`config.mk`:
```
export PLATFORM = sky130hd
export DESIGN_NAME = muldiv_sequencer
export DESIGN_NICKNAME = d
export VERILOG_FILES = /design/src/rtl/muldiv_sequencer_pkg.sv /design/src/rtl/muldiv_sequencer_datapath.sv /design/src/rtl/muldiv_sequencer.sv
export SDC_FILE = /design/constraint.sdc
export NUM_CORES = 1
export LEC_CHECK = 0
export ABC_CLOCK_PERIOD_IN_PS = 8420
export CAP_MARGIN = 20
export CORE_MARGIN = 2
export CORE_UTILIZATION = 35
export DETAILED_ROUTE_END_ITERATION = 6
export PLACE_DENSITY = 0.69
export SYNTH_ARGS = -nofsm -noshare
export SYNTH_HDL_FRONTEND = slang
export SYNTH_SLANG_ARGS = --single-unit
```
`constraint.sdc`:
```
create_clock -name clk -period 8.42 [get_ports clk]
set_input_delay 2.526 -clock clk [delete_from_list [all_inputs] [get_ports clk]]
set_output_delay 2.526 -clock clk [all_outputs]
set_load 0.02 [all_outputs]
```
`src/rtl/muldiv_sequencer_pkg.sv`:
```
// Shared definitions for the multi-cycle multiply/divide unit: opcode codes
// and the sequencer state encoding.
package muldiv_sequencer_pkg;

  localparam logic [5:0] FUNCT_ADD = 6'h20;
  localparam logic [5:0] FUNCT_MUL = 6'h18;
  localparam logic [5:0] FUNCT_DIV = 6'h1A;

  typedef enum logic [1:0] {
    IDLE = 2'd0,
    RUN  = 2'd1,
    DONE = 2'd2
  } state_e;

  function automatic logic is_supported(input logic [5:0] funct);
    return (funct == FUNCT_MUL) || (funct == FUNCT_DIV);
  endfunction

endpackage

```
`src/rtl/muldiv_sequencer_datapath.sv`:
```
// Shared shift/add datapath: one bit of shift-add multiply or restoring
// divide per step, with a single WIDTH+1-bit adder/subtractor.
module muldiv_datapath #(
  parameter int WIDTH = 32
) (
  input  logic             clk,
  input  logic             rst,
  input  logic             load,
  input  logic             step,
  input  logic             is_div,
  input  logic [WIDTH-1:0] a_in,
  input  logic [WIDTH-1:0] b_in,
  output logic [WIDTH-1:0] hi,
  output logic [WIDTH-1:0] lo
);

  logic [WIDTH-1:0] rem_q, rem_d;
  logic [WIDTH-1:0] lo_q, lo_d;
  logic [WIDTH-1:0] opnd_q, opnd_d;
  logic [WIDTH:0]   shifted;
  logic [WIDTH:0]   add_x;
  logic [WIDTH:0]   add_y;
  logic [WIDTH+1:0] sum;
  logic             q_bit;

  // For DIV the carry out of x + ~d + 1 is set exactly when x >= d.
  always_comb begin
    shifted = {rem_q, lo_q[WIDTH-1]};
    if (is_div) begin
      add_x = shifted;
      add_y = ~{1'b0, opnd_q};
    end else begin
      add_x = {1'b0, rem_q};
      add_y = {1'b0, opnd_q & {WIDTH{lo_q[0]}}};
    end
    sum   = {1'b0, add_x} + {1'b0, add_y} + {{(WIDTH+1){1'b0}}, is_div};
    q_bit = sum[WIDTH+1];

    rem_d  = rem_q;
    lo_d   = lo_q;
    opnd_d = opnd_q;
    if (load) begin
      rem_d  = '0;
      lo_d   = is_div ? a_in : b_in;
      opnd_d = is_div ? b_in : a_in;
    end else if (step) begin
      if (is_div) begin
        rem_d = q_bit ? sum[WIDTH-1:0] : shifted[WIDTH-1:0];
        lo_d  = {lo_q[WIDTH-2:0], q_bit};
      end else begin
        rem_d = sum[WIDTH:1];
        lo_d  = {sum[0], lo_q[WIDTH-1:1]};
      end
    end
  end

  always_ff @(posedge clk) begin
    if (rst) begin
      rem_q  <= '0;
      lo_q   <= '0;
      opnd_q <= '0;
    end else begin
      rem_q  <= rem_d;
      lo_q   <= lo_d;
      opnd_q <= opnd_d;
    end
  end

  assign hi = rem_q;
  assign lo = lo_q;

endmodule

```
`src/rtl/muldiv_sequencer.sv`:
```
// Multi-cycle unsigned MUL/DIV sequencer: request/response handshakes,
// iteration counter and FSM around the shared datapath.
module muldiv_sequencer
  import muldiv_sequencer_pkg::*;
#(
  parameter int WIDTH = 32
) (
  input  logic             clk,
  input  logic             rst,
  input  logic             req_valid,
  output logic             req_ready,
  input  logic [5:0]       funct,
  input  logic [WIDTH-1:0] busA,
  input  logic [WIDTH-1:0] busB,
  output logic             resp_valid,
  input  logic             resp_ready,
  output logic [WIDTH-1:0] result_lo,
  output logic [WIDTH-1:0] result_hi,
  output logic             busy
);

  localparam int CNT_W = $clog2(WIDTH) + 1;
  localparam logic [CNT_W-1:0] LAST = CNT_W'(WIDTH - 1);

  state_e           state_q, state_d;
  logic [CNT_W-1:0] count_q, count_d;
  logic             is_div_q, is_div_d;
  logic             accept;
  logic             dp_load;
  logic             dp_step;
  logic             dp_is_div;
  logic [WIDTH-1:0] dp_a;
  logic [WIDTH-1:0] dp_b;

  assign req_ready  = !rst && ((state_q == IDLE) || ((state_q == DONE) && resp_ready));
  assign accept     = req_valid && req_ready;
  assign resp_valid = (state_q == DONE);
  assign busy       = (state_q == RUN);

  always_comb begin
    state_d   = state_q;
    count_d   = count_q;
    is_div_d  = is_div_q;
    dp_load   = 1'b0;
    dp_step   = 1'b0;
    dp_is_div = is_div_q;
    dp_a      = busA;
    dp_b      = busB;

    case (state_q)
      RUN: begin
        dp_step = 1'b1;
        count_d = count_q + 1'b1;
        if (count_q == LAST) state_d = DONE;
      end
      DONE: begin
        if (resp_ready) state_d = IDLE;
      end
      default: ;
    endcase

    // Unsupported codes load zero operands so both results read back as 0.
    if (accept) begin
      dp_load   = 1'b1;
      count_d   = '0;
      is_div_d  = (funct == FUNCT_DIV);
      dp_is_div = (funct == FUNCT_DIV);
      if (is_supported(funct)) begin
        state_d = RUN;
      end else begin
        state_d = DONE;
        dp_a    = '0;
        dp_b    = '0;
      end
    end
  end

  always_ff @(posedge clk) begin
    if (rst) begin
      state_q  <= IDLE;
      count_q  <= '0;
      is_div_q <= 1'b0;
    end else begin
      state_q  <= state_d;
      count_q  <= count_d;
      is_div_q <= is_div_d;
    end
  end

  muldiv_datapath #(.WIDTH(WIDTH)) u_datapath (
    .clk    (clk),
    .rst    (rst),
    .load   (dp_load),
    .step   (dp_step),
    .is_div (dp_is_div),
    .a_in   (dp_a),
    .b_in   (dp_b),
    .hi     (result_hi),
    .lo     (result_lo)
  );

endmodule
```
==> summary.txt, run 1 <==
largest family of logic cells by synthesized area - compound AO/OA/AOI/OAI gates
Clock Latency Late Sink - 0.37 ns
Synth Area in Simple Gates - 21.60%
post-synthesis async set-or-reset flop share - 0%
DRT antenna net count - 0
setup TNS - 0 ns
Util after Layout - 44.20%
Final Cell Area - 0.01004 sq mm
TritonRoute pass-1 iters - 5
vias per inst - 5.433
# fillers - 2,312
Post-Place Cells - 1,482
NumNets Final - 1,321
synthesized area - 0.008138 sq mm
main flop type after synthesis - dfxtp_1
detailed placement HPWL - 18,260 microns
die height - 156.5 microns
Worst Setup Path Type - in2reg
multi-input logic area - 0.005703 sq mm
slowest CP cell - clkdlybuf4s50_1
Yosys reg bits - 105
CTS clk-pin slew, worst paths - 0.08 ns
Synth Instances - 1,121
RSZ-0062 raised after global routing - no
Final Max Slew Viols - 0
slowest stage delay, CP - 0.64 ns
Hold Path Sink - u_datapath.opnd_q[23]$_SDFFE_PP0N_
TritonCTS clock tree - yes
core area - 0.02271 sq mm
sequential share of the synthesized area - 25.83%
Worst Skew - 0.006819 ns
floorplan row count - 55
commonest non-fill, non-tap cell in the layout - nand2_1
Bufs on Longest Clock Path - 2
Post-Synth Adder-Cell Area - 5.935%
Detailed Route WL - 24,240 microns
setup bufs post-CTS - 0
global-route wire length before repair - 38,940 microns
most frequent cells in the layout - nand2_1, nor2_1, a21oi_1, clkdlybuf4s50_1, mux2i_1
Final setup viols - 0
Required @ worst endpoint - 8.72 ns
CP endpoint kind - flip-flop
R2R setup slack - 3.11 ns
IO Count - 141
total CTS buffers - 9
period utilization - 88.17%
sequential power share - 46.5%
yosys warns - 0
initial antenna violation count - 0
final hold vios - 0
Hold-fix buffers, CTS - 0
layout cell share with drive strength beyond 1 - 4.201%
Post-Synth XOR/XNOR Area - 3.659%
Setup WS pre-CTS - 0.6464 ns
CTS root buf - clkbuf_16
fmax - 0.1347 GHz
Max Cap Viol - 0
final setup margin - 0.9959 ns
global placement routability congestion - 0.9038
DP Area - 0.009718 sq mm
status - complete, no violations
initial core utilization - 35.83%
largest net degree at the start of global routing - 66
R2R cell count - 16
antenna cell count - 0
initial DRC count - 565
clock sink total - 105
vias in the first global route - 7,543
Leakage Power - 4.073 nW
average wire per standard cell - 16.17 microns
CP Cell Sequence - clkdlybuf4s50_1 -> nand2b_1 -> nor4_2 -> nor2_4 -> nand2_1 -> a21oi_1 -> ha_1 -> a21o_1 -> fa_1 -> a211oi_1 -> o211ai_1 -> a221oi_2 -> o21a_1 -> nor2_1 -> o31ai_1 -> xnor2_1 -> o21ai_0 -> o21ai_1
post-synthesis cell type count - 72
hold path cells - 2
CP startpoint kind - input port
CP max FO - 14
GRT Total Usage - 19.65%
Clock power frac - 40.1%
multiplexer share of the synthesized area - 15.05%
net switching power - 0.3070 mW
post_cts resized - 0
pwr/cell area - 108.0 mW/mm^2
die area - 0.02449 sq mm
htree depth - 3
minimum clock period - 7.424 ns
Sw Share - 28.33%
synthesized area per cell - 7.259 sq um
logic gate share of total power - 13.4%
Hold Path Origin - u_datapath.opnd_q[23]$_SDFFE_PP0N_
number of I/O port buffers - 140
grt total ovfl - 0
pin slew with the least headroom to its limit - 1.026 ns
Cell Int Power - 0.7768 mW
EDFF count, synth - 0
worst vdd ir - 0.00009471 V
drt drc - 0
register area - 0.002103 sq mm
Vias - 8,144
Synth-to-Final Area Change - 23.34%
DIE WIDTH - 156.5 microns
Worst slew margin - 31.38%
reg2reg end - u_datapath.hi[25]$_SDFFE_PP0P_
HP Class - reg2reg
Crit path arrival time - 7.73 ns
Synth Net Count - 1,233
RR Startpoint - is_div_q$_SDFF_PP0_
fin cells - 1,499
Synth Area in Compound Gates - 23.55%
==> sequential cells by signal (all words and copies together) (netlist names) <==
signal and cells:
count_q 6, u_datapath.hi 32, u_datapath.lo 32, is_div_q 1
state_q 2, u_datapath.opnd_q 32
==> cell families (layout without fill, tap and decap cells) <==
family / after synthesis / count (layout)
compound gates: 314 / 314
xor+xnor: 34 / 34
fa+ha+maj: 38 / 38
buf+inv: 86 / 179
flops: 105 / 105
mux: 122 / 122
simple gates: 422 / 422
==> stage by stage <==
| step | total power [mW] | hold WS [ns] |
|---|---|---|
| final | 1.084 | 0.4838 |
| after global routing | 1.123 | 0.5101 |
| after CTS | 1.090 | 0.4895 |
| after detailed placement | 0.6606 | 0.4718 |
| after global placement | 0.6587 | 0.4616 |
| after floorplan | 0.5915 | 0.4478 |
==> power by group through the flow <==
stage	Clock (mW)	Sequential [mW]	Combinational [mW]
2_1_floorplan	0	0.517	0.0748
3_3_place_gp	0	0.516	0.143
3_5_place_dp	0	0.516	0.145
4_1_cts	0.441	0.504	0.145
5_1_grt	0.461	0.505	0.157
6_report	0.434	0.504	0.145
==> cells in the mapped netlist, drive strengths merged (9+ instances only) <==
| master | n | area [sq um] |
|---|---|---|
| buf | 17 | 96.34 |
| clkbuf | 60 | 225.2 |
| o211ai | 10 | 75.07 |
| mux2i | 119 | 1191 |
| o21ai | 76 | 391.6 |
| xnor2 | 24 | 210.2 |
| nand4 | 12 | 75.07 |
| dfxtp | 105 | 2102 |
| nor3 | 10 | 50.05 |
| a21oi | 146 | 760.7 |
| ha | 37 | 462.9 |
| nand3 | 11 | 55.05 |
| nor2 | 167 | 626.9 |
| nand2 | 186 | 700.7 |
| inv | 9 | 33.78 |
| xor2 | 10 | 87.58 |
==> worst max-delay path: cells and delay by family <==
family                     cells  cell delay (ns)
buffers and inverters          1             0.64
xor gates and xnor gates       1             0.19
AOI/OAI and AO/OA              9             2.27
and+or+nand+nor                5             1.31
adders and majority gates      2             0.78
==> metal layers <==
metal | routed length, microns | share of wire [%] | vias up | GRT usage (%)
met2 | 10760 | 44 | 233 | 31.19
met1 | 11590 | 48 | 3746 | 27.27
met5 | 0 | 0 | - | 0
li1 | - | - | 4145 | -
met4 | 257 | 1.1 | 0 | 4.281
met3 | 1629 | 6.7 | 20 | 4.348
==> layout make-up <==
class	instances	share of cell area [%]
clock inverters	7	0.7355
clock buffers	9	2.244
multi-input cells	930	56.82
inverters	9	0.3366
well taps	285	3.553
repair buffers	154	15.36
flip-flops and latches	105	20.95
==> worst max-delay path by stage <==
stage | startpoint | to
2_1_floorplan | funct[0] | u_datapath.hi[30]$_SDFFE_PP0P_
5_1_grt | rst | u_datapath.hi[25]$_SDFFE_PP0P_
3_5_place_dp | rst | u_datapath.hi[30]$_SDFFE_PP0P_
4_1_cts | rst | u_datapath.hi[12]$_SDFFE_PP0P_
3_3_place_gp | rst | u_datapath.hi[12]$_SDFFE_PP0P_
6_report | rst | u_datapath.hi[25]$_SDFFE_PP0P_
Power figures use the tool's default switching activity.
==> run 2, diff against run 1 <==
--- a/config.mk
+++ b/config.mk
@@ -7,10 +7,12 @@
 export LEC_CHECK = 0
 export ABC_CLOCK_PERIOD_IN_PS = 8420
 export CAP_MARGIN = 20
+export CELL_PAD_IN_SITES_DETAIL_PLACEMENT = 1
+export CELL_PAD_IN_SITES_GLOBAL_PLACEMENT = 1
 export CORE_MARGIN = 2
 export CORE_UTILIZATION = 35
 export DETAILED_ROUTE_END_ITERATION = 6
-export PLACE_DENSITY = 0.69
+export PLACE_DENSITY = 0.86
 export SYNTH_ARGS = -nofsm -noshare
 export SYNTH_HDL_FRONTEND = slang
 export SYNTH_SLANG_ARGS = --single-unit
==> run 2 against run 1 <==
  * Sequential power about the same
  * Clock power increased by 4%
  * Die area unchanged
  * Global-route usage increased by 3.1 points
  * Largest cell class unchanged
  * Via count increased by 4.1%
  * Worst hold slack got worse by 0.0021 ns
==> summary.txt, run 2 (synthesis gave the netlist of run 1 again) <==
RSZ-0062 raised after global routing - no
drt drc - 0 (unchanged)
worst vdd ir - 0.00009580 V (+1.2%)
initial antenna violation count - 0 (unchanged)
Clock Latency Late Sink - 0.37 ns (about the same)
Tot Pwr - 1.105 mW (+2.0%)
number of I/O port buffers - 140 (unchanged)
final hold vios - 0 (unchanged)
status - complete, no violations
total CTS buffers - 9 (unchanged)
die height - 156.5 microns (unchanged)
Final Max Slew Viols - 0 (unchanged)
Detailed Route WL - 27,600 microns (+14%)
Max Cap Viol - 0 (unchanged)
minimum clock period - 7.341 ns (-0.08360 ns)
fin cells - 1,499 (unchanged)
Worst Setup Path Type - in2reg
CP endpoint kind - flip-flop
floorplan row count - 55 (unchanged)
post_cts resized - 0 (unchanged)
Worst Skew - 0.01264 ns (+0.005821 ns)
HP Class - reg2reg
setup TNS - 0 ns (unchanged)
CP startpoint kind - input port
fmax - 0.1362 GHz (+1.1%)
Bufs on Longest Clock Path - 2 (unchanged)
Leakage Power - 4.081 nW (+0.21%)
TritonCTS clock tree - yes
grt total ovfl - 0 (unchanged)
largest net degree at the start of global routing - 75 (+14%)
initial core utilization - 35.83% (unchanged)
DIE WIDTH - 156.5 microns (unchanged)
# fillers - 2,845 (+23%)
CP Cell Sequence - clkdlybuf4s50_1 -> or3b_1 -> nor4_2 -> or2_4 -> buf_12 -> nor2_1 -> a21oi_1 -> ha_1 -> a21oi_4 -> nand2_2 -> a311o_1 -> a2111oi_2 -> nor2_1 -> a21oi_4 -> buf_12 -> mux2i_1 -> a21oi_1 -> a31o_1
Vias - 8,478 (+4.1%)
NumNets Final - 1,321 (unchanged)
global placement routability congestion - 0.9269 (+2.6%)
initial DRC count - 548 (-3.0%)
core area - 0.02271 sq mm (unchanged)
DRT antenna net count - 0 (unchanged)
Required @ worst endpoint - 8.68 ns (-0.04 ns)
htree depth - 3 (unchanged)
Synth-to-Final Area Change - 23.36% (about the same)
TritonRoute pass-1 iters - 5 (unchanged)
clock sink total - 105 (unchanged)
hold_ws - 0.4818 ns (-0.002062 ns)
most frequent cells in the layout - nand2_1, nor2_1, a21oi_1, clkdlybuf4s50_1, mux2i_1
pwr/cell area - 110.1 mW/mm^2 (+2.0%)
Crit path arrival time - 7.60 ns (-0.13 ns)
period utilization - 87.18% (-0.99 points)
CTS root buf - clkbuf_16
Final setup viols - 0 (unchanged)
IO Count - 141 (unchanged)
global-route wire length before repair - 44,870 microns (+15%)
vias per inst - 5.656 (+4.1%)
slowest CP cell - nor4_2
Post-Place Cells - 1,483 (+0.067%)
layout cell share with drive strength beyond 1 - 4.201% (unchanged)
GRT Total Usage - 22.76% (+3.1 points)
CTS clk-pin slew, worst paths - 0.08 ns (about the same)
average wire per standard cell - 18.41 microns (+14%)
commonest non-fill, non-tap cell in the layout - nand2_1
die area - 0.02449 sq mm (unchanged)
Hold-fix buffers, CTS - 0 (unchanged)
slowest stage delay, CP - 0.53 ns (-0.11 ns)
antenna cell count - 0 (unchanged)
CP max FO - 63 (+49)
detailed placement HPWL - 20,650 microns (+13%)
setup bufs post-CTS - 0 (unchanged)
pin slew with the least headroom to its limit - 1.032 ns (+0.005963 ns)
Worst slew margin - 31.23% (-0.14 points)
vias in the first global route - 8,563 (+14%)
-- run 2: cell types whose count changed in the layout (fill, tap and decap cells not counted) --
cell	before	now
buf_6	0	1
buf_12	3	2
inv_8	0	1
clkbuf_8	0	1
clkinvlp_4	2	0
-- run 2: metal layers --
| metal | GRT usage (%) | part of all wire, % | routed length [microns] | vias up |
|---|---|---|---|---|
| met5 | 0 | 0 | 0 | - |
| met1 | 29.77 | 47 | 12860 | 4108 |
| met2 | 38.18 | 46 | 12820 | 204 |
| met3 | 4.736 | 5.4 | 1481 | 34 |
| li1 | - | - | - | 4132 |
| met4 | 5.810 | 1.6 | 437 | 0 |
-- run 2: worst paths after layout --
check	end	depth (start not counted)	slack, ns	from
hold reg to reg	u_datapath.opnd_q[3]$_SDFFE_PP0N_	2	0.48	u_datapath.opnd_q[3]$_SDFFE_PP0N_
hold / removal	u_datapath.opnd_q[3]$_SDFFE_PP0N_	2	0.48	u_datapath.opnd_q[3]$_SDFFE_PP0N_
setup / recovery	u_datapath.hi[11]$_SDFFE_PP0P_	18	1.08	funct[2]
setup reg to reg	u_datapath.hi[31]$_SDFFE_PP0P_	17	3.06	is_div_q$_SDFF_PP0_
-- run 2: layout make-up --
type	count	area [sq um]	share of cell area (%)
multi-input combinational	930	5703	56.81
clock inverter	6	70.07	0.6980
sequential	105	2103	20.95
clock buffer	10	239.0	2.381
tap	285	356.6	3.552
inverter	9	33.78	0.3365
timing repair buffer	154	1533	15.27
-- run 2: worst max-delay path, delay by kind of cell --
| kind | cells | cell delay, ns |
|---|---|---|
| compound gates | 7 | 1.86 |
| simple gates | 6 | 1.62 |
| buf+inv | 3 | 1.01 |
| fa+ha+maj | 1 | 0.35 |
| mux | 1 | 0.22 |
-- run 2: stage by stage --
stage / utilization [%] / cell area, sq um / setup slack [ns]
final: 44.20 / 10040 / 1.080
after global placement: 42.79 / 9718 / 0.7778
after detailed placement: 42.84 / 9729 / 0.6729
after floorplan: - / 8138 / 1.730
after CTS: 44.20 / 10040 / 1.058
after global routing: 44.20 / 10040 / 0.6564
-- run 2: power by group --
part	internal, mW	switching [mW]
clock	0.219	0.231
combinational	0.0689	0.0817
sequential	0.500	0.00427
